### config.mk
export PLATFORM = sky130hd
export DESIGN_NAME = handshake_fifo_buffer
export DESIGN_NICKNAME = d
export VERILOG_FILES = /design/src/rtl/handshake_fifo_buffer.sv
export SDC_FILE = /design/constraint.sdc
export NUM_CORES = 1
export LEC_CHECK = 0
export CAP_MARGIN = 30
export CORE_MARGIN = 2
export CORE_UTILIZATION = 60
export DETAILED_ROUTE_END_ITERATION = 7
export PLACE_DENSITY = 0.84
export SLEW_MARGIN = 20
export SYNTH_ARGS = -nofsm -noshare
export SYNTH_HDL_FRONTEND = slang
export SYNTH_SLANG_ARGS = --single-unit
### constraint.sdc
create_clock -name clk -period 6.04 [get_ports clk]
set_input_delay 0.604 -clock clk [delete_from_list [all_inputs] [get_ports clk]]
set_output_delay 0.604 -clock clk [all_outputs]
set_load 0.02 [all_outputs]
### src/rtl/handshake_fifo_buffer.sv
`default_nettype none
// ============================================================================
// Module   : handshake_fifo_buffer
// Function : Elastic FIFO for valid/ready dataflow channels; optional
//            transparent bypass mode enabled by HANDSHAKE_FIFO_BYPASS_EN.
// Revision : 1.0 - initial release
// ============================================================================
module handshake_fifo_buffer #(
   parameter int DATA_WIDTH = 32,
   parameter int NUM_SLOTS  = 4
) (
   input  logic                  clk,
   input  logic                  rst,
   input  logic [DATA_WIDTH-1:0] ins,
   input  logic                  ins_valid,
   output logic                  ins_ready,
   output logic [DATA_WIDTH-1:0] outs,
   output logic                  outs_valid,
   input  logic                  outs_ready
);

   localparam int c_PTR_W = (NUM_SLOTS > 1) ? $clog2(NUM_SLOTS) : 1;
   localparam int c_CNT_W = $clog2(NUM_SLOTS + 1);
   localparam logic [c_PTR_W-1:0] c_LAST_SLOT = c_PTR_W'(NUM_SLOTS - 1);
   localparam logic [c_CNT_W-1:0] c_FULL_CNT  = c_CNT_W'(NUM_SLOTS);

   logic [DATA_WIDTH-1:0] r_mem [NUM_SLOTS];
   logic [c_PTR_W-1:0]    r_head;
   logic [c_PTR_W-1:0]    r_tail;
   logic [c_CNT_W-1:0]    r_count;

   logic w_empty;
   logic w_full;
   logic w_push;
   logic w_store;
   logic w_pop;

   function automatic logic [c_PTR_W-1:0] f_next_ptr(input logic [c_PTR_W-1:0] ptr);
      return (ptr == c_LAST_SLOT) ? '0 : ptr + 1'b1;
   endfunction

   assign w_empty = (r_count == '0);
   assign w_full  = (r_count == c_FULL_CNT);
   assign w_push  = ins_valid && ins_ready;
   // Storage only ever pops a stored token; a bypassed token never occupies a slot.
   assign w_pop   = !w_empty && outs_ready;

`ifdef HANDSHAKE_FIFO_BYPASS_EN
   assign ins_ready  = rst || !w_full || outs_ready;
   assign outs_valid = !rst && (!w_empty || ins_valid);
   assign outs       = rst ? '0 : (w_empty ? ins : r_mem[r_head]);
   assign w_store    = w_push && !(w_empty && outs_ready);
`else
   // Outputs come straight from state, so no ins_* -> outs_* or outs_ready -> ins_ready path.
   assign ins_ready  = rst || !w_full;
   assign outs_valid = !rst && !w_empty;
   assign outs       = rst ? '0 : r_mem[r_head];
   assign w_store    = w_push;
`endif

   always_ff @(posedge clk) begin
      if (rst) begin
         r_head  <= '0;
         r_tail  <= '0;
         r_count <= '0;
         for (int i = 0; i < NUM_SLOTS; i++) begin
            r_mem[i] <= '0;
         end
      end else begin
         if (w_store) begin
            r_mem[r_tail] <= ins;
            r_tail        <= f_next_ptr(r_tail);
         end
         if (w_pop) begin
            r_head <= f_next_ptr(r_head);
         end
         if (w_store && !w_pop) begin
            r_count <= r_count + 1'b1;
         end else if (w_pop && !w_store) begin
            r_count <= r_count - 1'b1;
         end
      end
   end

endmodule
`default_nettype wire

==> impl_metrics.env, run 1 <==
export IMPL_outcome="complete, no violations"
export IMPL_grt_max_degree=49
export IMPL_row_count=37
export IMPL_initial_core_util_pct=60.9
export IMPL_power_frac_comb_pct=20.3
export IMPL_relSlewSlack_pct=36.7
export IMPL_pwr_density_cell_mw_per_mm2=368
export IMPL_detailedPlacementHpwl_mm=6.97
export IMPL_post_place_ws_ns=2.83
export IMPL_grt_first_pass_wirelength_mm=19.7
export IMPL_cts_root_buffer_cell="clkbuf_8"
export IMPL_fin_nets=503
export IMPL_p_leak_nw=2.76
export IMPL_yosys_warnings=0
export IMPL_areaGrowthSynthToFinish_pct=23.2
export IMPL_synth_largest_area_cell="edfxtp_1"
export IMPL_switchingPower_w=0.000720
export IMPL_drt_initial_drc_count=276
export IMPL_timing_hold_violations_final=0
export IMPL_maxCapViolations=0
export IMPL_wl_per_cell_um=20.3
export IMPL_crit_path_launch_type="register"
export IMPL_numPortBuffers=69
export IMPL_required_time_of_the_worst_setup_path_ns=5.44
export IMPL_crit_path_kind="reg -> out"
export IMPL_critical_path_cell_chain="buf_4 > mux4_2 > nor2b_1 > clkdlybuf4s50_1"
export IMPL_finalHoldWorstSlack_ns=0.509
export IMPL_cts_repair_resize_count=0
export IMPL_worst_reg2reg_path_startpoint="r_count[0]"
export IMPL_peakVddDrop_uv=205
export IMPL_cts_buffer_depth=2
export IMPL_via_to_cell_ratio=5.82
export IMPL_cell_internal_pwr_w=0.00208
export IMPL_netlist_area_leader_share_pct=62.2
export IMPL_postSynthCellCount=393
export IMPL_clk_latency_ns=0.52
export IMPL_finalSetupViolations=0
export IMPL_total_power_w=0.00280
export IMPL_netlist_top_cells_area="edfxtp_1 (62%), and2_1 (13%), mux4_2 (12%), nor2b_1 (3.2%), dfxtp_1 (2.9%)"
export IMPL_grt_remaining_overflow=0
export IMPL_die_footprint_sq_mm=0.0111
export IMPL_timing_final_max_slew_violations=0
export IMPL_async_reset_ff_share_pct=0
export IMPL_clock_sink_count=137
export IMPL_power_frac_clock_pct=36.3
export IMPL_syn_cell_area_sq_mm=0.00618
export IMPL_track_usage_pct=24.1
export IMPL_min_delay_start="r_head[0]"
export IMPL_via_count_of_the_first_global_routing_pass=3838
export IMPL_routed_wl_mm=12.4
export IMPL_netSwitchingFraction_pct=25.7
export IMPL_timing_final_crit_share_pct=57.6
export IMPL_die_y_um=105
export IMPL_power_share_sequential_pct=43.5
export IMPL_routed_via_count=3566
export IMPL_grt_antenna_before_repair=0
export IMPL_flop_to_flop_setup_slack_ns=3.62
export IMPL_synth_commonest_cells="and2_1 (128), edfxtp_1 (128), mux4_2 (32), nor2b_1 (32), clkbuf_1 (11)"
export IMPL_synth_fp_nets=433
export IMPL_post_route_cells_drive_above_1_share_pct=17.0
export IMPL_regToRegEndpoint="r_mem[1][27]"
export IMPL_top_level_ports=70
export IMPL_post_cts_hold_buffer_count=0
export IMPL_cts_buffers=17
export IMPL_min_delay_path_class="reg -> reg"
export IMPL_fin_ws_ns=2.56
export IMPL_clk_pin_slew_ns=0.06
export IMPL_synth_seq_area_share_pct=65.1
export IMPL_max_stage_delay_ns=0.59
export IMPL_critical_path_peak_fanout=24
export IMPL_ys_dominant_reg_cell="edfxtp_1"
export IMPL_cts_repair_timing_setup_buffer_count=0
export IMPL_worst_clock_skew_ns=0.00729
export IMPL_tightestPinTransition_ns=0.950
export IMPL_synth_cell_type_count=32
export IMPL_timing_critical_path_to_type="output port"
export IMPL_floorplan_die_width_um=105
export IMPL_avgSynthCellArea_sq_um=15.7
export IMPL_fin_setup_tns_ns=0
export IMPL_holdPathStages=2
export IMPL_tritoncts_clock_tree="done"
export IMPL_number_of_synthesized_flops_with_an_enable_pin=128
export IMPL_r2r_worst_path_cells=4
export IMPL_drt_pass1_iter_count=4
export IMPL_area_of_the_placeable_core_sq_mm=0.0101
export IMPL_finalWorstPathRequiredPeriod_ns=3.48
export IMPL_drc_errors=0
export IMPL_place_congestion=0.722
export IMPL_htree_levels=4
export IMPL_rsz0062_at_grt="no"
export IMPL_detail_route_antenna_nets=0
export IMPL_arrival_ns=2.87
export IMPL_max_freq_mhz=288
export IMPL_yosys_register_bits=137
export IMPL_timing_critical_path_slowest_stage_cell="mux4_2"
## area by class of cell
| type | instances | area, sq um |
|---|---|---|
| Antenna cell | 1 | 2.50 |
| Clock buffer | 25 | 551 |
| Clock inverter | 7 | 46.3 |
| Fill cell | 610 | 2530 |
| Inverter | 1 | 3.75 |
| Multi-Input combinational cell | 231 | 2060 |
| Sequential cell | 137 | 4030 |
| Tap cell | 136 | 170 |
| Timing Repair Buffer | 75 | 751 |
## kinds of logic (layout without fill, tap and decap cells)
group                    Yosys count  after routing  share of synthesized area [%]
adder cells (fa/ha/maj)            4              4                          0.932
XOR/XNOR                           2              2                          0.284
AND/OR/NAND/NOR                  184            184                           19.2
multiplexers                      34             34                           12.0
other                              0              1                              0
buffers and inverters             25            108                           1.84
flip-flops                       137            137                           65.1
AO/OA/AOI/OAI                      7              7                          0.668
## state kept, by name, summed over array words and instances (netlist names), named ones only
name	cells
r_count	3
r_tail	2
r_head	2
r_mem	128
## critical path, delay by kind of cell (launching register included)
kind / cells / cell delay, ns
buf+inv: 2 / 1.07
flops: 1 / 0.53
mux: 1 / 0.59
simple gates: 1 / 0.15
## power by group through the flow
| stage | logic (W) | registers (W) | clock network [W] |
|---|---|---|---|
| 2_1_floorplan | 0.000405 | 0.00119 | 0 |
| 3_3_place_gp | 0.000551 | 0.00123 | 0 |
| 3_5_place_dp | 0.000568 | 0.00124 | 0 |
| 4_1_cts | 0.000574 | 0.00122 | 0.00102 |
| 5_1_grt | 0.000609 | 0.00123 | 0.00106 |
| 6_report | 0.000568 | 0.00122 | 0.00102 |
## layer usage
layer | part of all wire, % | global-route usage [%] | wire, um
met1 | 39 | 29.6 | 4850
met2 | 54 | 41.8 | 6650
met3 | 5.1 | 5.01 | 637
met4 | 2.2 | 9.62 | 274
met5 | 0 | 0 | 0
## metrics by stage
step | util, % | cells | cell area, sq um
6_report | 75.1 | 613 | 7610
2_1_floorplan | - | 393 | 6180
4_1_cts | 75.0 | 612 | 7610
5_1_grt | 75.0 | 612 | 7610
3_3_place_gp | 68.9 | 579 | 6980
3_5_place_dp | 69.2 | 580 | 7010
## placed cells by master (no fill, tap or decap), types with 2 or more instances in the layout
cell / instances
ha_1: 3
inv_4: 3
nand2b_1: 3
nor4b_4: 2
a21oi_1: 2
buf_4: 5
clkdlybuf4s50_1: 68
mux4_2: 32
dfxtp_1: 7
or3_1: 2
dfxtp_2: 2
clkbuf_16: 21
clkinv_2: 2
mux2i_1: 2
and2_1: 128
o21ai_0: 3
xor2_1: 2
nor2b_1: 32
edfxtp_1: 128
clkbuf_1: 3
nor3_1: 2
nor2_1: 4
or2_2: 3
## how the worst max path moves through the flow
stage	from	endpoint	cells after the start
3_3_place_gp	rst	r_mem[1][20]	5
3_5_place_dp	rst	r_mem[1][13]	5
2_1_floorplan	rst	r_count[2]	8
4_1_cts	register	outs[27]	4
6_report	register	outs[15]	4
5_1_grt	register	outs[15]	4
No activity file was read; power rests on OpenSTA's default activity.
==> run 2: changes to the inputs <==
- CORE_UTILIZATION: 60 -> 51
- PLACE_DENSITY: 0.84 -> 0.76
- clock period: 6.04 -> 3.03 ns (I/O delays scaled with it)
==> impl_metrics.env, run 2 (synthesized netlist as in run 1, its figures left out) <==
export IMPL_grt_remaining_overflow=0
export IMPL_place_congestion=0.707
export IMPL_pwr_density_cell_mw_per_mm2=749
export IMPL_critical_path_peak_fanout=14
export IMPL_cts_root_buffer_cell="clkbuf_16"
export IMPL_row_count=40
export IMPL_top_usage_layer_grt="met2"
export IMPL_numPortBuffers=69
export IMPL_cts_buffer_depth=2
export IMPL_fin_setup_tns_ns=0
export IMPL_initial_core_util_pct=51.9
export IMPL_detail_route_antenna_nets=0
export IMPL_tightestPinTransition_ns=0.901
export IMPL_largest_register="r_mem"
export IMPL_finalSetupViolations=0
export IMPL_final_cell_count_no_fill=629
export IMPL_grt_antenna_before_repair=0
export IMPL_crit_path_kind="reg -> out"
export IMPL_drc_errors=0
export IMPL_die_footprint_sq_mm=0.0130
export IMPL_routed_wl_mm=12.2
export IMPL_timing_final_crit_share_pct=90.2
export IMPL_detailedPlacementHpwl_mm=7.23
export IMPL_place_detailed_instances=597
export IMPL_layout_cells_most_common_list="and2_1 (128), edfxtp_1 (128), clkdlybuf4s50_1 (68)"
export IMPL_clock_sink_count=137
export IMPL_via_count_of_the_first_global_routing_pass=3629
export IMPL_maxCapViolations=0
export IMPL_groute_layer_met1_usage_pct=25.4
export IMPL_wl_per_cell_um=19.4
export IMPL_peakVddDrop_uv=398
export IMPL_worst_clock_skew_ns=0.00652
export IMPL_met2_usage_pct=34.5
export IMPL_htree_levels=4
export IMPL_registers_with_the_most_flip_flops="r_mem (128), r_count (3)"
export IMPL_post_cts_hold_buffer_count=0
export IMPL_timing_hold_violations_final=0
export IMPL_track_usage_pct=20.2
export IMPL_grt_first_pass_wirelength_mm=19.3
export IMPL_tritoncts_clock_tree="done"
export IMPL_floorplan_die_width_um=114
export IMPL_finalWorstPathRequiredPeriod_ns=2.73
export IMPL_p_leak_nw=2.80
export IMPL_critical_path_cell_chain="buf_12 > mux4_2 > nor2b_1 > clkdlybuf4s50_1"
export IMPL_arrival_ns=2.43
export IMPL_post_route_cells_drive_above_1_share_pct=18.7
export IMPL_relSlewSlack_pct=40.0
export IMPL_timing_final_max_slew_violations=0
export IMPL_timing_critical_path_to_type="output port"
export IMPL_max_stage_delay_ns=0.56
export IMPL_areaGrowthSynthToFinish_pct=25.1
export IMPL_fin_util_pct=64.9
export IMPL_area_of_the_placeable_core_sq_mm=0.0119
export IMPL_flop_to_flop_setup_slack_ns=0.75
export IMPL_timing_critical_path_slowest_stage_cell="clkdlybuf4s50_1"
export IMPL_cts_buffers=17
export IMPL_rsz0062_at_grt="no"
export IMPL_clk_pin_slew_ns=0.06
export IMPL_cts_repair_timing_setup_buffer_count=0
export IMPL_n_antenna_cell=0
export IMPL_via_to_cell_ratio=5.37
export IMPL_required_time_of_the_worst_setup_path_ns=2.73
export IMPL_max_freq_mhz=366
export IMPL_outcome="complete, no violations"
export IMPL_drt_pass1_iter_count=5
export IMPL_routed_via_count=3376
export IMPL_min_delay_path_class="in -> reg"
export IMPL_clk_latency_ns=0.41
export IMPL_fin_nets=509
export IMPL_die_y_um=114
export IMPL_grt_max_degree=33
export IMPL_grt_use_met3_pct=4.76
export IMPL_cts_repair_resize_count=0
export IMPL_crit_path_launch_type="register"
export IMPL_drt_initial_drc_count=214
export IMPL_total_power_w=0.00579
export IMPL_largest_register_ff_count=128
export IMPL_top_level_ports=70
==> run 2: critical path, delay by kind of cell, from the launching register on <==
family        cells  cell delay [ns]
mux               1             0.51
flops             1             0.54
buf+inv           2             0.78
simple gates      1             0.18
==> run 2: worst paths after layout <==
path / start / end / cells past startpoint
setup reg to reg: r_count[1] / r_count[2] / 7
setup / recovery: register / outs[8] / 4
hold reg to reg: r_head[0] / register / 2
hold / removal: rst / r_count[0] / 3
==> run 2: layout make-up <==
cell class / instances / area (sq um)
fillers: 849 / 4190
flip-flops and latches: 137 / 4030
multi-input cells: 231 / 2060
repair buffers: 81 / 813
clock buffers: 20 / 467
well taps: 147 / 184
clock inverters: 12 / 171
inverters: 1 / 3.75
==> run 2: through the flow <==
stage	setup WS [ns]	hold WS, ns	cell area [sq um]
6_report	0.297	0.378	7730
2_1_floorplan	0.897	0.433	6180
3_3_place_gp	0.573	0.484	7090
5_1_grt	0.179	0.395	7730
4_1_cts	0.249	0.371	7730
3_5_place_dp	0.536	0.482	7090
==> run 2: per-layer routing <==
metal	wire length (um)	part of all wire (%)
met5	0	0
met3	658	5.4
met1	5080	42
met2	6280	51
met4	195	1.6
==> run 2: where the power goes <==
part           leakage, nW  switching [W]  internal [W]  total [W]
clock                0.308       0.000757       0.00144    0.00219
sequential            1.40       0.000124       0.00229    0.00241
combinational         1.09       0.000540      0.000643    0.00118
==> run 3: changes to the inputs <==
- PLACE_DENSITY: 0.76 -> 0.84
==> impl_metrics.env, run 3 (synthesized netlist as in run 1, its figures left out) <==
export IMPL_areaGrowthSynthToFinish_pct=25.8
export IMPL_n_antenna_cell=0
export IMPL_drt_initial_drc_count=232
export IMPL_fin_util_pct=65.3
export IMPL_peakVddDrop_uv=541
export IMPL_htree_levels=4
export IMPL_cts_buffer_depth=2
export IMPL_detail_route_antenna_nets=0
export IMPL_fin_nets=511
export IMPL_die_y_um=114
export IMPL_drt_pass1_iter_count=4
export IMPL_finalSetupViolations=0
export IMPL_pwr_density_cell_mw_per_mm2=745
export IMPL_tritoncts_clock_tree="done"
export IMPL_cts_root_buffer_cell="clkbuf_16"
export IMPL_relSlewSlack_pct=58.0
export IMPL_crit_path_launch_type="register"
export IMPL_layout_cells_most_common_list="and2_1 (128), edfxtp_1 (128), clkdlybuf4s50_1 (68)"
export IMPL_registers_with_the_most_flip_flops="r_mem (128), r_count (3)"
export IMPL_rsz0062_at_grt="no"
export IMPL_detailedPlacementHpwl_mm=7.57
export IMPL_required_time_of_the_worst_setup_path_ns=2.73
export IMPL_crit_path_kind="reg -> out"
export IMPL_row_count=40
export IMPL_numPortBuffers=69
export IMPL_floorplan_die_width_um=114
export IMPL_cts_repair_resize_count=0
export IMPL_area_of_the_placeable_core_sq_mm=0.0119
export IMPL_clk_latency_ns=0.43
export IMPL_cts_repair_timing_setup_buffer_count=0
export IMPL_cts_buffers=17
export IMPL_timing_final_crit_share_pct=91.7
export IMPL_clk_pin_slew_ns=0.06
export IMPL_timing_final_max_slew_violations=0
export IMPL_largest_register="r_mem"
export IMPL_grt_first_pass_wirelength_mm=20.2
export IMPL_timing_hold_violations_final=0
export IMPL_initial_core_util_pct=51.9
export IMPL_routed_wl_mm=12.7
export IMPL_grt_remaining_overflow=0
export IMPL_tightestPinTransition_ns=0.627
export IMPL_fin_ws_ns=0.251
export IMPL_track_usage_pct=21.5
export IMPL_finalWorstPathRequiredPeriod_ns=2.78
export IMPL_p_leak_nw=2.82
export IMPL_largest_register_ff_count=128
export IMPL_timing_critical_path_to_type="output port"
export IMPL_wl_per_cell_um=20.1
export IMPL_via_count_of_the_first_global_routing_pass=3741
export IMPL_top_level_ports=70
export IMPL_max_freq_mhz=360
export IMPL_via_to_cell_ratio=5.51
export IMPL_n_fill_cell=867
export IMPL_grt_antenna_before_repair=0
export IMPL_arrival_ns=2.48
export IMPL_post_cts_hold_buffer_count=0
export IMPL_outcome="complete, no violations"
export IMPL_post_dp_cell_area_sq_mm=0.00712
export IMPL_post_route_cells_drive_above_1_share_pct=18.8
export IMPL_clock_sink_count=137
export IMPL_fin_setup_tns_ns=0
export IMPL_finalHoldWorstSlack_ns=0.542
export IMPL_place_congestion=0.742
export IMPL_maxCapViolations=0
export IMPL_min_delay_path_class="reg -> reg"
export IMPL_critical_path_peak_fanout=13
export IMPL_die_footprint_sq_mm=0.0130
export IMPL_drc_errors=0
export IMPL_postLayoutCellArea_sq_mm=0.00777
export IMPL_worst_clock_skew_ns=0.00532
export IMPL_post_place_ws_ns=0.592
export IMPL_grt_max_degree=33
export IMPL_routed_via_count=3477
-- run 3: changes by cell type in the layout (fill, tap and decap cells not counted), moves of 2 or more --
| cell | previous run | this run |
|---|---|---|
| clkinv_2 | 4 | 2 |
| buf_12 | 3 | 5 |
| clkbuf_8 | 3 | 0 |
| clkinv_4 | 1 | 3 |
| inv_6 | 0 | 2 |
-- run 3: path summary, 6_finish.rpt --
check / endpoint / slack, ns / start / depth (start not counted)
max reg2reg: r_count[2] / 0.68 / r_count[1] / 7
min: register / 0.54 / r_head[0] / 2
max: outs[13] / 0.25 / register / 4
min reg2reg: register / 0.54 / r_head[0] / 2
-- run 3: area by class of cell --
type / count / area [sq um] / share of cell area [%]
multi-input cells: 231 / 2060 / 26.5
inverters: 1 / 3.75 / 0.0483
flip-flops and latches: 137 / 4030 / 51.8
well taps: 147 / 184 / 2.37
clock inverters: 15 / 200 / 2.58
clock buffers: 17 / 425 / 5.47
repair buffers: 83 / 873 / 11.2
-- run 3: routing by layer --
layer / up-vias / wire length, um / GRT usage, %
li1: 1591 / - / -
met1: 1762 / 5150 / 27.4
met2: 115 / 6570 / 35.2
met3: 9 / 862 / 7.36
met4: 0 / 99 / 6.83
met5: - / 0 / 0
-- run 3: worst max-delay path, cell delays in order (launching register included) --
cell and delay (ns):
dfxtp_2 0.60, buf_12 0.23, mux4_2 0.52, nor2b_1 0.14, clkdlybuf4s50_1 0.55
-- run 3: report_power, final --
part	internal, W	leakage, nW	total (W)	switching (W)
logic	0.000658	1.12	0.00121	0.000548
clock network	0.00138	0.297	0.00217	0.000791
registers	0.00228	1.40	0.00242	0.000134
total	0.00432	2.82	0.00579	0.00147
-- run 3: metrics by stage --
stage / instances / total power, W
detailed placement: 598 / 0.00366
floorplan: 393 / 0.00319
global placement: 598 / 0.00361
CTS: 630 / 0.00584
finish: 631 / 0.00579
global route: 631 / 0.00602
